$ cat config.mk
export PLATFORM = sky130hd
export DESIGN_NAME = tcp_rt_timer_sched_flat
export DESIGN_NICKNAME = d
export VERILOG_FILES = /design/src/rtl/tcp_rt_timer_sched_pkg.sv /design/src/rtl/tcp_rt_timer_sched_if.sv /design/src/rtl/tcp_rt_timer_sched_table.sv /design/src/rtl/tcp_rt_timer_sched.sv /design/src/flat_wrapper.sv
export SDC_FILE = /design/constraint.sdc
export NUM_CORES = 1
export LEC_CHECK = 0
export ABC_AREA = 1
export CORE_MARGIN = 1.5
export CORE_UTILIZATION = 45
export DETAILED_ROUTE_END_ITERATION = 12
export GPL_TIMING_DRIVEN = 0
export SLEW_MARGIN = 20
export SYNTH_ARGS = -nofsm -noshare
export SYNTH_HDL_FRONTEND = slang
export SYNTH_HIERARCHICAL = 1
export SYNTH_SLANG_ARGS = --single-unit
$ cat constraint.sdc
create_clock -name clk -period 4.65 [get_ports clk]
set_input_delay 0.6975 -clock clk [delete_from_list [all_inputs] [get_ports clk]]
set_output_delay 0.6975 -clock clk [all_outputs]
set_load 0.01 [all_outputs]
$ cat src/rtl/tcp_rt_timer_sched_pkg.sv
// Shared types and constants for the TCP retransmit-timer scheduler.
package tcp_rt_timer_sched_pkg;

    localparam int          MAX_TCP_FLOWS     = 8;
    localparam int          FLOWID_W          = 3;
    localparam int          TIMESTAMP_W       = 32;
    localparam int unsigned RT_TIMEOUT_CYCLES = 250000000;

    typedef struct packed {
        logic [TIMESTAMP_W-1:0] deadline;
        logic                   armed;
    } tx_ack_timer_struct;

    typedef enum logic {
        RT_SCAN = 1'b0,
        RT_REQ  = 1'b1
    } rt_sched_state_e;

    // Deadline arithmetic is modulo 2**TIMESTAMP_W; wrap is not handled.
    function automatic logic [TIMESTAMP_W-1:0] rt_deadline(
        input logic [TIMESTAMP_W-1:0] now,
        input int unsigned            offset
    );
        return now + TIMESTAMP_W'(offset);
    endfunction

endpackage

$ cat src/rtl/tcp_rt_timer_sched_if.sv
// Arm/disarm write ports and the retransmit request handshake.
interface tcp_rt_timer_sched_if;
    import tcp_rt_timer_sched_pkg::*;

    logic                arm_val;
    logic [FLOWID_W-1:0] arm_flowid;
    logic                disarm_val;
    logic [FLOWID_W-1:0] disarm_flowid;
    logic                rt_req_val;
    logic [FLOWID_W-1:0] rt_req_flowid;
    logic                rt_req_rdy;

    modport slave (
        input  arm_val, arm_flowid, disarm_val, disarm_flowid, rt_req_rdy,
        output rt_req_val, rt_req_flowid
    );

    modport master (
        output arm_val, arm_flowid, disarm_val, disarm_flowid, rt_req_rdy,
        input  rt_req_val, rt_req_flowid
    );

endinterface

$ cat src/rtl/tcp_rt_timer_sched_table.sv
// Per-flow timer storage: arm > disarm > scan-clear, one combinational read port.
module tcp_rt_timer_table
    import tcp_rt_timer_sched_pkg::*;
#(
    parameter int NUM_FLOWS = MAX_TCP_FLOWS,
    parameter int PTR_W     = FLOWID_W
) (
    input  logic                   clk,
    input  logic                   rst,
    input  logic                   i_arm_val,
    input  logic [PTR_W-1:0]       i_arm_idx,
    input  logic [TIMESTAMP_W-1:0] i_arm_deadline,
    input  logic                   i_disarm_val,
    input  logic [PTR_W-1:0]       i_disarm_idx,
    input  logic                   i_clr_val,
    input  logic [PTR_W-1:0]       i_clr_idx,
    input  logic [PTR_W-1:0]       i_rd_idx,
    output tx_ack_timer_struct     o_rd_entry,
    output logic [NUM_FLOWS-1:0]   o_armed_vec
);

    tx_ack_timer_struct r_tbl [NUM_FLOWS];

    always_ff @(posedge clk) begin
        if (rst) begin
            for (int i = 0; i < NUM_FLOWS; i++) begin
                r_tbl[i] <= '0;
            end
        end else begin
            for (int i = 0; i < NUM_FLOWS; i++) begin
                if (i_arm_val && (i_arm_idx == PTR_W'(i))) begin
                    r_tbl[i].deadline <= i_arm_deadline;
                    r_tbl[i].armed    <= 1'b1;
                end else if (i_disarm_val && (i_disarm_idx == PTR_W'(i))) begin
                    r_tbl[i].armed <= 1'b0;
                end else if (i_clr_val && (i_clr_idx == PTR_W'(i))) begin
                    r_tbl[i].armed <= 1'b0;
                end
            end
        end
    end

    assign o_rd_entry = r_tbl[i_rd_idx];

    always_comb begin
        o_armed_vec = '0;
        for (int i = 0; i < NUM_FLOWS; i++) begin
            o_armed_vec[i] = r_tbl[i].armed;
        end
    end

endmodule

$ cat src/rtl/tcp_rt_timer_sched.sv
// Round-robin retransmit-timer scanner issuing one request at a time to TX.
module tcp_rt_timer_sched
    import tcp_rt_timer_sched_pkg::*;
#(
    parameter int          NUM_FLOWS      = MAX_TCP_FLOWS,
    parameter int unsigned TIMEOUT_CYCLES = RT_TIMEOUT_CYCLES
) (
    input  logic                   clk,
    input  logic                   rst,
    tcp_rt_timer_sched_if.slave    rt_if,
    output logic [TIMESTAMP_W-1:0] o_curr_time,
    output logic [NUM_FLOWS-1:0]   o_armed_vec
);

    localparam int PTR_W = (NUM_FLOWS > 1) ? $clog2(NUM_FLOWS) : 1;

    rt_sched_state_e        r_state;
    rt_sched_state_e        w_state_nxt;
    logic [PTR_W-1:0]       r_scan_ptr;
    logic [TIMESTAMP_W-1:0] r_curr_time;
    logic [FLOWID_W-1:0]    r_req_flowid;
    logic [PTR_W-1:0]       w_arm_idx;
    logic [PTR_W-1:0]       w_disarm_idx;
    tx_ack_timer_struct     w_entry;
    logic                   w_conflict;
    logic                   w_expired;
    logic                   w_fire;
    logic                   w_adv;

    assign w_arm_idx    = rt_if.arm_flowid[PTR_W-1:0];
    assign w_disarm_idx = rt_if.disarm_flowid[PTR_W-1:0];

    tcp_rt_timer_table #(
        .NUM_FLOWS (NUM_FLOWS),
        .PTR_W     (PTR_W)
    ) u_table (
        .clk            (clk),
        .rst            (rst),
        .i_arm_val      (rt_if.arm_val),
        .i_arm_idx      (w_arm_idx),
        .i_arm_deadline (rt_deadline(r_curr_time, TIMEOUT_CYCLES)),
        .i_disarm_val   (rt_if.disarm_val),
        .i_disarm_idx   (w_disarm_idx),
        .i_clr_val      (w_fire),
        .i_clr_idx      (r_scan_ptr),
        .i_rd_idx       (r_scan_ptr),
        .o_rd_entry     (w_entry),
        .o_armed_vec    (o_armed_vec)
    );

    // A concurrent write to the scanned entry wins; the fire is dropped, not retried.
    assign w_conflict = (rt_if.arm_val    && (w_arm_idx    == r_scan_ptr)) ||
                        (rt_if.disarm_val && (w_disarm_idx == r_scan_ptr));
    assign w_expired  = w_entry.armed && (r_curr_time >= w_entry.deadline) && !w_conflict;

    always_comb begin
        w_state_nxt = r_state;
        w_fire      = 1'b0;
        w_adv       = 1'b0;
        case (r_state)
            RT_SCAN: begin
                if (w_expired) begin
                    w_fire      = 1'b1;
                    w_state_nxt = RT_REQ;
                end else begin
                    w_adv = 1'b1;
                end
            end
            RT_REQ: begin
                if (rt_if.rt_req_rdy) begin
                    w_adv       = 1'b1;
                    w_state_nxt = RT_SCAN;
                end
            end
            default: w_state_nxt = RT_SCAN;
        endcase
    end

    always_ff @(posedge clk) begin
        if (rst) begin
            r_state <= RT_SCAN;
        end else begin
            r_state <= w_state_nxt;
        end
    end

    always_ff @(posedge clk) begin
        if (rst) begin
            r_curr_time  <= '0;
            r_scan_ptr   <= '0;
            r_req_flowid <= '0;
        end else begin
            r_curr_time <= r_curr_time + 1'b1;
            if (w_adv) begin
                r_scan_ptr <= r_scan_ptr + 1'b1;
            end
            if (w_fire) begin
                r_req_flowid <= FLOWID_W'(r_scan_ptr);
            end
        end
    end

    assign rt_if.rt_req_val    = (r_state == RT_REQ);
    assign rt_if.rt_req_flowid = r_req_flowid;
    assign o_curr_time         = r_curr_time;

endmodule
$ cat src/flat_wrapper.sv
// flat-port wrapper written by rule: the top's interface ports become plain ports
module tcp_rt_timer_sched_flat import tcp_rt_timer_sched_pkg::*;
#(
    parameter int          NUM_FLOWS      = MAX_TCP_FLOWS,
    parameter int unsigned TIMEOUT_CYCLES = RT_TIMEOUT_CYCLES
)
  (clk, rst, o_curr_time, o_armed_vec, rt_if_arm_val, rt_if_arm_flowid, rt_if_disarm_val, rt_if_disarm_flowid, rt_if_rt_req_rdy, rt_if_rt_req_val, rt_if_rt_req_flowid);
  tcp_rt_timer_sched_if rt_if_i ();
  input  logic clk;
  input  logic rst;
  output logic [TIMESTAMP_W-1:0] o_curr_time;
  output logic [NUM_FLOWS-1:0] o_armed_vec;
  input wire logic [$bits(rt_if_i.arm_val)-1:0] rt_if_arm_val;
  input wire logic [$bits(rt_if_i.arm_flowid)-1:0] rt_if_arm_flowid;
  input wire logic [$bits(rt_if_i.disarm_val)-1:0] rt_if_disarm_val;
  input wire logic [$bits(rt_if_i.disarm_flowid)-1:0] rt_if_disarm_flowid;
  input wire logic [$bits(rt_if_i.rt_req_rdy)-1:0] rt_if_rt_req_rdy;
  output wire logic [$bits(rt_if_i.rt_req_val)-1:0] rt_if_rt_req_val;
  output wire logic [$bits(rt_if_i.rt_req_flowid)-1:0] rt_if_rt_req_flowid;
  assign rt_if_i.arm_val = rt_if_arm_val;
  assign rt_if_i.arm_flowid = rt_if_arm_flowid;
  assign rt_if_i.disarm_val = rt_if_disarm_val;
  assign rt_if_i.disarm_flowid = rt_if_disarm_flowid;
  assign rt_if_i.rt_req_rdy = rt_if_rt_req_rdy;
  assign rt_if_rt_req_val = rt_if_i.rt_req_val;
  assign rt_if_rt_req_flowid = rt_if_i.rt_req_flowid;
  tcp_rt_timer_sched #(.NUM_FLOWS(NUM_FLOWS), .TIMEOUT_CYCLES(TIMEOUT_CYCLES)) u_core (.clk(clk), .rst(rst), .rt_if(rt_if_i), .o_curr_time(o_curr_time), .o_armed_vec(o_armed_vec));
endmodule
; ---- After elaboration in Yosys (flattened, before gate mapping)
; Memories as Yosys holds them, arrays and structs flattened. A register that Yosys moved wholly into a read port is not among the register bits.
; Index checks and enable logic that the tools add are counted.
[op_classes]
add_sub_neg = 3
mul = 0
div = 0
order_cmp = 1
eq_ne = 23
shift = 0
n_mux = 139
bitwise_logic = 33
n_reduce_logical = 33
[ops]
columns = cell, n
row1 = 32-bit 2-to-1 mux, 8
row2 = 1-bit 2-to-1 mux, 127
row3 = 3-bit equality test (second input constant), 12
row4 = 32-bit by 1-bit adder with 32-bit output (second input constant), 1
row5 = 32-bit by 28-bit adder with 32-bit output (second input constant), 1
row6 = 32-bit >= comparator, 1
row7 = 1-bit OR, 32
row8 = 1-bit logical AND, 28
row9 = 3-bit by 2-bit equality test with 1-bit output (second input constant), 6
row10 = 3-bit by 1-bit equality test with 1-bit output (second input constant), 3
row11 = 3-bit logical NOT, 3
row12 = 3-bit equality test, 2
row13 = 3-bit 2-to-1 mux, 2
row14 = 1-bit case mux with 2 select lines, 2
row15 = 3-bit by 1-bit adder with 3-bit output (second input constant), 1
row16 = 1-bit logical NOT, 1
row17 = 1-bit logical OR, 1
row18 = 1-bit inverter, 1
[word_totals]
reg_bits = 39
latchBits = 0
mem_bits_rw = 264
mem_bits_ro = 0
input_bits = 11
out_inout_bits = 44
word_cells = 237
n_memories = 1
[mem_list]
columns = name, depth, word_bits, rd, rd_clocked_by_memory_dff, write_ports, line_no
row1 = u_core.u_table.r_tbl, 8, 33, 9, 1, 8, tcp_rt_timer_sched_table.sv:22  ; tx_ack_timer_struct r_tbl [NUM_FLOWS];

; ---- Longest topological paths before layout
; Gate-level depths: netlist of run 1.
[depth]
word_depth = 14
mapped_depth = 27
mapped_depth_nobuf = 24

; ---- By module
; Netlist of run 1, hierarchy kept.
[modules_own_cells]
columns = mod, n_inst, cells_each, area_each_um2, seq_area_each_um2
row1 = tcp_rt_timer_table, 1, 1513, 13015.0, 7927.6
row2 = tcp_rt_timer_sched, 1, 546, 3502.1, 780.7

; ---- Worst setup path after synthesis of run 1
; Ideal clock, no wire load.
[synth_timing]
path_kind = reg-to-reg
start = register u_core.r_scan_ptr[0]
end = memory u_core/u_table/r_tbl[5][0] in the netlist's numbering, enable pin
setup_ns = 0.296
arrival_time_ns = 2.683
path_slack_ns = 1.671
path_stages_with_launch = 24
n_path_buf = 3
synth_period_minus_slack_ns = 2.979
cell_sequence = dfxtp_1 > buf_4 > inv_2 > buf_6 > buf_2 > nand2_1 > nand3_1 > nand2_1 > nand2_1 > nand2_1 > inv_1 > ha_1 > nand2_1 > nor2_1 > nand4_1 > nor2_1 > nand4_1 > nand3_1 > nand2_1 > inv_1 > nand2_1 > inv_1 > nand3_1 > nand4_1
[synth_rtl]
columns = item, line_no
row1 = from (decl), tcp_rt_timer_sched.sv:19  ; logic [PTR_W-1:0] r_scan_ptr;
row2 = from (signal assigned), tcp_rt_timer_sched.sv:95  ; r_scan_ptr <= r_scan_ptr + 1'b1;
row3 = to (decl), tcp_rt_timer_sched_table.sv:22

==> out/metrics.csv, run 1 <==
stage,metric,value,unit
sta,slack of the critical path,0.415,ns
yosys,Post-synth ARST share,0,%
job,max-capacitance violation count,0,
finish,post-layout instance count excluding filler cells,2645,
min_path,Min-Delay Path Class,flip-flop to flip-flop,
sta,time the final worst path needs with I/O delays and setup,4.24,ns
critical_path,cell type with the highest occurrence count on the critical path,sky130_fd_sc_hd__nand2_1,
critical_path,cell-by-cell listing of the critical path,clkbuf_1 > nand3_1 > nand2_1 > nand2_1 > nand2_1 > inv_1 > ha_1 > nand2_1 > nor2_1 > nand4_1 > nor2_1 > nand4_1 > nand3_1 > nand2_1 > inv_1 > nand2_1 > inv_1 > nand3_1 > nand4_1,
floorplan,Core Footprint,0.0358,mm^2
power,Leak,0.00877,uW
critical_path,Max Fanout on Critical Path,15,
floorplan,cell row count,69,
yosys,synthesized area per cell,8.02,um^2
global_routing,first-pass GRT wire length,72400,um
critical_path,critical path's largest stage delay,0.84,ns
finish,diodes inserted,0,
sta,setup repair after global routing missed its margin,false,
place,Port Buf Inserts,54,
clock_network,source-to-sink clock delay at the later pin of the worst-skew pair,0.53,ns
yosys,Post-Synthesis Cells,2059,
clock_network,number of buffers inserted by hold repair at cts,0,
place,Placed Cells,2580,
floorplan,number of ports placed on the die boundary,55,
critical_path,endpoint class of the critical path,flip-flop,
place,weighted congestion at the end of routability-driven global placement,0.905,
sta,setup violation total in the final timing report,0,
drt,Detail Route Antenna Nets,0,
finish,number of nets at the end of the flow,2203,
critical_path,register-to-register path setup slack,0.41,ns
yosys,share of Yosys cell area claimed by the top area cell type,48.0,%
clock_network,clock-pin slew on the worst setup and hold paths,0.05,ns
yosys,cell area after synthesis,0.0165,mm^2
clock_network,clock sinks,303,
critical_path,critical-path cell with the highest stage delay,sky130_fd_sc_hd__dfxtp_1,
place,DP HPWL,34900,um
sta,endpoints failing hold,0,
yosys,share of the yosys chip area belonging to registers,52.7,%
power,"IR drop worst, VDD",0.229,mV
place,worst setup slack before clock tree synthesis,0.411,ns
global_routing,via count of the first global-routing pass,12500,
clock_network,CTS resizes,0,
critical_path,Worst Setup Start Kind,flip-flop,
global_routing,GRT Residual Overflow,0,
yosys,dominant cell by count in the synthesized netlist,sky130_fd_sc_hd__nand2_1,
sta,transition at the pin with the smallest max-transition slack,0.810,ns
critical_path,critical path start-end classification,flip-flop to flip-flop,
drt,number of iterations in the first detailed-routing pass,5,
sta,Setup Skew,0.0246,ns
drt,number of DRC markers in iteration 0,1096,
sta,achievable clock frequency,0.236,GHz
floorplan,Die Height,195,um
global_routing,total routing resource utilization after global routing,24.9,%
yosys,most used flip-flop cell after synthesis,sky130_fd_sc_hd__edfxtp_1,
yosys,most area-hungry cell type in the Yosys netlist,sky130_fd_sc_hd__edfxtp_1,
sta,Max Transition Viols Final,0,
drt,vias after detailed routing,13400,
clock_network,maximum level of the CTS H-tree,2,
yosys,Synth top cells by count,"sky130_fd_sc_hd__nand2_1, sky130_fd_sc_hd__inv_1, sky130_fd_sc_hd__nor2_1",
global_routing,largest net degree at the start of global routing,33,
clock_network,clock tree root driver cell,sky130_fd_sc_hd__clkbuf_16,
sta,total negative setup slack,0,ns
finish,share of post-route cells with drive strength above 1,7.69,%
yosys,cells taking the most area after synthesis,"sky130_fd_sc_hd__edfxtp_1, sky130_fd_sc_hd__nand2_1, sky130_fd_sc_hd__inv_1",
critical_path,"Data required, critical path",4.87,ns
yosys,total nets after synthesis,2105,
finish,register area,0.00871,mm^2
drt,Avg WL per Cell,17.6,um
sta,worst-case headroom to the max-slew limit,45.9,%
clock_network,TritonCTS clock tree,done,
yosys,YS warnings,6,
clock_network,number of buffers added by the clock tree synthesis step,36,
drt,WL final,46500,um
clock_network,total setup buffers inserted after CTS,0,
floorplan,die area,0.0379,mm^2
power,power per cell area,350,mW/mm^2
drt,post-DR vias/cell,5.07,
yosys,Synth Register Bits,303,
power,overall power,6630,uW
finish,"Core Util, Final",52.8,%
clock_network,buffer levels on the longest clock path,3,
finish,area occupied by multi-input gates,0.00577,mm^2
floorplan,Die Span X,195,um
yosys,Post-synth EDFFs,264,
sta,final worst path period share,91.1,%
finish,signed area change from the synthesized netlist to the final layout,14.6,%
run_status,status,completed,
yosys,count of cell types in the netlist,42,
drt,DRC Markers,0,
floorplan,effective utilization at floorplan,46.1,%
global_routing,initial antenna violation count,0,
critical_path,Crit path arrival time,4.45,ns
finish,count of filler cells inserted in the layout,3383,
[metrics by stage]
step	instance area (um^2)	hold slack, ns
after CTS	18900	0.485
after global routing	18900	0.519
final	18900	0.479
after detailed placement	17800	0.473
after floorplan	16500	0.492
after global placement	17600	0.465
[worst max-delay path: cells and delay by family, from the launching register on]
kind / cells / cell delay [ns]
buffers and inverters: 4 / 0.90
adder cells (fa/ha/maj): 1 / 0.29
flip-flops: 1 / 0.84
AND/OR/NAND/NOR: 14 / 1.90
[final cells by class]
cell class / count / share of cell area, %
sequential: 303 / 46.0
multi-input combinational: 1251 / 30.5
inverter: 413 / 8.19
clock buffer: 53 / 5.48
timing repair buffer: 60 / 3.65
tap: 461 / 3.05
buffer: 92 / 2.66
clock inverter: 12 / 0.456
[worst paths after layout]
check	startpoint	cells past startpoint	end
max	u_core/r_scan_ptr[1]	19	u_core/u_table/r_tbl[5][0]
min	u_core/rt_if.rt_req_flowid[0]	2	u_core/rt_if.rt_req_flowid[0]
min reg2reg	u_core/rt_if.rt_req_flowid[0]	2	u_core/rt_if.rt_req_flowid[0]
max reg2reg	u_core/r_scan_ptr[1]	19	u_core/u_table/r_tbl[5][0]
[cell usage in the layout, fill, tap and decap left out, types with 2 or more instances in the layout]
cell type and count:
sky130_fd_sc_hd__a21boi_0 2, sky130_fd_sc_hd__a21oi_1 48, sky130_fd_sc_hd__buf_1 3, sky130_fd_sc_hd__buf_12 2
sky130_fd_sc_hd__buf_16 4, sky130_fd_sc_hd__buf_2 50, sky130_fd_sc_hd__buf_4 11, sky130_fd_sc_hd__buf_6 7
sky130_fd_sc_hd__clkbuf_1 32, sky130_fd_sc_hd__clkbuf_16 38, sky130_fd_sc_hd__clkbuf_8 3, sky130_fd_sc_hd__clkdlybuf4s50_1 54
sky130_fd_sc_hd__clkinv_1 5, sky130_fd_sc_hd__clkinv_2 4, sky130_fd_sc_hd__dfxtp_1 39, sky130_fd_sc_hd__edfxtp_1 264
sky130_fd_sc_hd__ha_1 35, sky130_fd_sc_hd__inv_1 402, sky130_fd_sc_hd__inv_2 11, sky130_fd_sc_hd__inv_6 2
sky130_fd_sc_hd__nand2_1 552, sky130_fd_sc_hd__nand2_2 11, sky130_fd_sc_hd__nand3_1 167, sky130_fd_sc_hd__nand4_1 29
sky130_fd_sc_hd__nor2_1 293, sky130_fd_sc_hd__nor2_2 6, sky130_fd_sc_hd__nor2_4 5, sky130_fd_sc_hd__nor3_1 22
sky130_fd_sc_hd__nor4_1 5, sky130_fd_sc_hd__o211ai_1 3, sky130_fd_sc_hd__o21a_1 4, sky130_fd_sc_hd__o21ai_0 23
sky130_fd_sc_hd__o21ai_2 3, sky130_fd_sc_hd__or2_2 3, sky130_fd_sc_hd__xnor2_1 3, sky130_fd_sc_hd__xor2_1 24
[registers in the layout, indices dropped and copies added (netlist names)]
| name | count |
|---|---|
| u_core/r_scan_ptr | 3 |
| u_core/rt_if.rt_req_val | 1 |
| u_core/o_curr_time | 32 |
| u_core/rt_if.rt_req_flowid | 3 |
| u_core/u_table/r_tbl | 264 |
[report_power, final]
group / switching, uW / leakage, uW / internal (uW)
Combinational: 546 / 0.00520 / 245
Sequential: 46.5 / 0.00302 / 3080
Clock: 1100 / 0.000551 / 1600
[layer usage]
| layer | up-vias | global-route usage (%) | routed length [um] |
|---|---|---|---|
| li1 | 6611 | - | - |
| met1 | 6311 | 36.1 | 21800 |
| met2 | 432 | 39.1 | 20700 |
| met3 | 49 | 3.78 | 3080 |
| met4 | 0 | 6.34 | 904 |
| met5 | - | 0 | 0 |
[logic make-up (layout without fill, tap and decap cells)]
family	Yosys count	after routing	synth area share (%)
AOI/OAI and AO/OA	89	89	3.01
xor gates and xnor gates	27	27	1.43
adders and majority gates	35	35	2.65
buffers and inverters	505	630	12.4
DFF	303	303	52.7
and+or+nand+nor	1100	1100	27.8
Power figures use the tool's default switching activity.
==> run 2: changes to the inputs <==
Settings changed: CORE_UTILIZATION 45 to 50, PLACE_DENSITY set to 0.67, TNS_END_PERCENT set to 20.
==> run 2 against run 1 <==
Via count rose by 0.66%. Die area fell by 9.8%. Sequential share of layout area rose by 0.27 points. Critical path depth rose by 1. Routed wire length fell by 2.3%. Critical path type unchanged.
==> out/metrics.csv, run 2 (synthesized netlist as in run 1, its figures left out) <==
stage,metric,value,unit
critical_path,critical path's largest stage delay,0.80,ns
floorplan,Die Span X,185,um
sta,Max Transition Viols Final,0,
finish,count of filler cells inserted in the layout,2991,
critical_path,register-to-register path setup slack,0.42,ns
finish,share of post-route cells with drive strength above 1,7.62,%
drt,vias after detailed routing,13500,
place,worst setup slack before clock tree synthesis,0.377,ns
drt,WL final,45500,um
finish,diodes inserted,0,
floorplan,cell row count,66,
clock_network,maximum level of the CTS H-tree,2,
critical_path,cell type with the highest occurrence count on the critical path,sky130_fd_sc_hd__nand2_1,
drt,number of iterations in the first detailed-routing pass,6,
clock_network,TritonCTS clock tree,done,
clock_network,number of buffers added by the clock tree synthesis step,34,
place,weighted congestion at the end of routability-driven global placement,0.944,
power,clock network fraction of design power,38.7,%
sta,Setup Skew,0.0177,ns
floorplan,number of ports placed on the die boundary,55,
clock_network,total setup buffers inserted after CTS,0,
job,max-capacitance violation count,0,
critical_path,"Data required, critical path",4.88,ns
sta,setup repair after global routing missed its margin,false,
drt,Detail Route Antenna Nets,0,
power,Sw Share,26.0,%
critical_path,Max Fanout on Critical Path,15,
power,sequential cell fraction of total power,48.9,%
drt,DRC Markers,0,
global_routing,GRT Residual Overflow,0,
min_path,Min-Delay Path Class,flip-flop to flip-flop,
sta,slack of the critical path,0.417,ns
power,switching power of the nets,1660,uW
global_routing,largest net degree at the start of global routing,33,
sta,total negative setup slack,0,ns
power,"IR drop worst, VDD",0.294,mV
sta,final worst path period share,91.0,%
power,Leak,0.00872,uW
power,share of total power in combinational logic,12.5,%
sta,setup violation total in the final timing report,0,
critical_path,critical path start-end classification,flip-flop to flip-flop,
finish,number of nets at the end of the flow,2202,
drt,number of DRC markers in iteration 0,1325,
sta,transition at the pin with the smallest max-transition slack,0.809,ns
drt,post-DR vias/cell,5.15,
clock_network,buffer levels on the longest clock path,3,
place,DP HPWL,33900,um
critical_path,endpoint class of the critical path,flip-flop,
critical_path,cell-by-cell listing of the critical path,buf_2 > buf_2 > nand3_1 > nand2_1 > nand2_1 > nand2_1 > inv_1 > ha_1 > nand2_1 > nor2_1 > nand4_1 > nor2_1 > nand4_1 > nand3_1 > nand2_1 > inv_1 > nand2_1 > nor3_1 > nor2_1 > nand2_1,
finish,signed area change from the synthesized netlist to the final layout,13.9,%
power,power per cell area,340,mW/mm^2
place,Port Buf Inserts,54,
sta,worst-case headroom to the max-slew limit,46.0,%
sta,endpoints failing hold,0,
finish,largest register by flop count,u_core/u_table/r_tbl,
finish,post-layout instance count excluding filler cells,2620,
finish,"leading cell types in the layout, fill and taps excluded","sky130_fd_sc_hd__nand2_1, sky130_fd_sc_hd__inv_1, sky130_fd_sc_hd__nor2_1",
floorplan,Die Height,185,um
floorplan,die area,0.0341,mm^2
sta,achievable clock frequency,0.236,GHz
finish,"most common cell after layout, fill and taps aside",sky130_fd_sc_hd__nand2_1,
critical_path,Worst Setup Start Kind,flip-flop,
finish,number of flip-flops in the largest register,264,
floorplan,effective utilization at floorplan,50.8,%
power,Internal Power,4740,uW
global_routing,first-pass GRT wire length,70300,um
global_routing,via count of the first global-routing pass,12600,
run_status,status,completed,
floorplan,Core Footprint,0.0325,mm^2
clock_network,source-to-sink clock delay at the later pin of the worst-skew pair,0.52,ns
drt,Avg WL per Cell,17.4,um
global_routing,total routing resource utilization after global routing,27.4,%
clock_network,clock-pin slew on the worst setup and hold paths,0.05,ns
critical_path,critical-path cell with the highest stage delay,sky130_fd_sc_hd__dfxtp_1,
sta,time the final worst path needs with I/O delays and setup,4.23,ns
place,Placed Cells,2562,
critical_path,Crit path arrival time,4.46,ns
global_routing,initial antenna violation count,0,
clock_network,clock tree root driver cell,sky130_fd_sc_hd__clkbuf_16,
clock_network,clock sinks,303,
-- run 2: power by group through the flow --
stage / Combinational (uW) / Sequential, uW / Clock, uW
after detailed placement: 785 / 3190 / 0
after floorplan: 508 / 3170 / 0
after global routing: 891 / 3140 / 2600
final: 797 / 3130 / 2470
after global placement: 740 / 3190 / 0
after CTS: 790 / 3130 / 2510
-- run 2: layout make-up --
cell class / instances / area, um^2 / share of cell area, %
plain buffers: 92 / 503 / 2.67
clock buffers: 43 / 923 / 4.91
clock inverters: 15 / 88.8 / 0.472
inverters: 413 / 1550 / 8.24
multi-input cells: 1251 / 5770 / 30.7
flip-flops and latches: 303 / 8710 / 46.3
well taps: 442 / 553 / 2.94
repair buffers: 61 / 718 / 3.82
-- run 2: metrics by stage --
step	total power [uW]	cell area, um^2	hold WS, ns	utilization, %
final	6400	18800	0.482	57.8
after global routing	6640	18800	0.523	57.8
after CTS	6430	18800	0.491	57.8
after detailed placement	3970	17800	0.479	54.7
after global placement	3930	17600	0.467	54.1
after floorplan	3680	16500	0.492	-
-- run 2: worst max-delay path, delay by kind of cell (launching register included) --
kind | cells | cell delay [ns]
buffers and inverters | 4 | 1.08
adder cells (fa/ha/maj) | 1 | 0.31
flip-flops | 1 | 0.80
AND/OR/NAND/NOR | 15 | 1.72
-- run 2: path summary, 6_finish.rpt --
| path | start | endpoint | cells after the start |
|---|---|---|---|
| hold reg to reg | u_core/rt_if.rt_req_flowid[1] | u_core/rt_if.rt_req_flowid[1] | 2 |
| hold / removal | u_core/rt_if.rt_req_flowid[1] | u_core/rt_if.rt_req_flowid[1] | 2 |
| setup reg to reg | u_core/r_scan_ptr[1] | u_core/u_table/r_tbl[0][0] | 20 |
| setup / recovery | u_core/r_scan_ptr[1] | u_core/u_table/r_tbl[0][0] | 20 |
-- run 2: layer usage --
metal | part of all wire [%] | vias to the layer above | GRT usage, %
li1 | - | 6603 | -
met1 | 43 | 6249 | 38.4
met2 | 46 | 555 | 44.7
met3 | 8.1 | 85 | 3.08
met4 | 2.7 | 0 | 7.93
met5 | 0 | - | 0
-- run 2: what timing repair did --
| item | CTS | global route |
|---|---|---|
| hold buffers | 0 | 0 |
| setup endpoints to repair | 0 | 2 |
| resized for setup | 0 | 1 |
==> run 3: changes to the inputs <==
Settings changed: ABC_CLOCK_PERIOD_IN_PS set to 4650, SKIP_LAST_GASP set to 1.
==> results of run 3 <==
Final layout, timing and power as in run 2 (identical DEF).
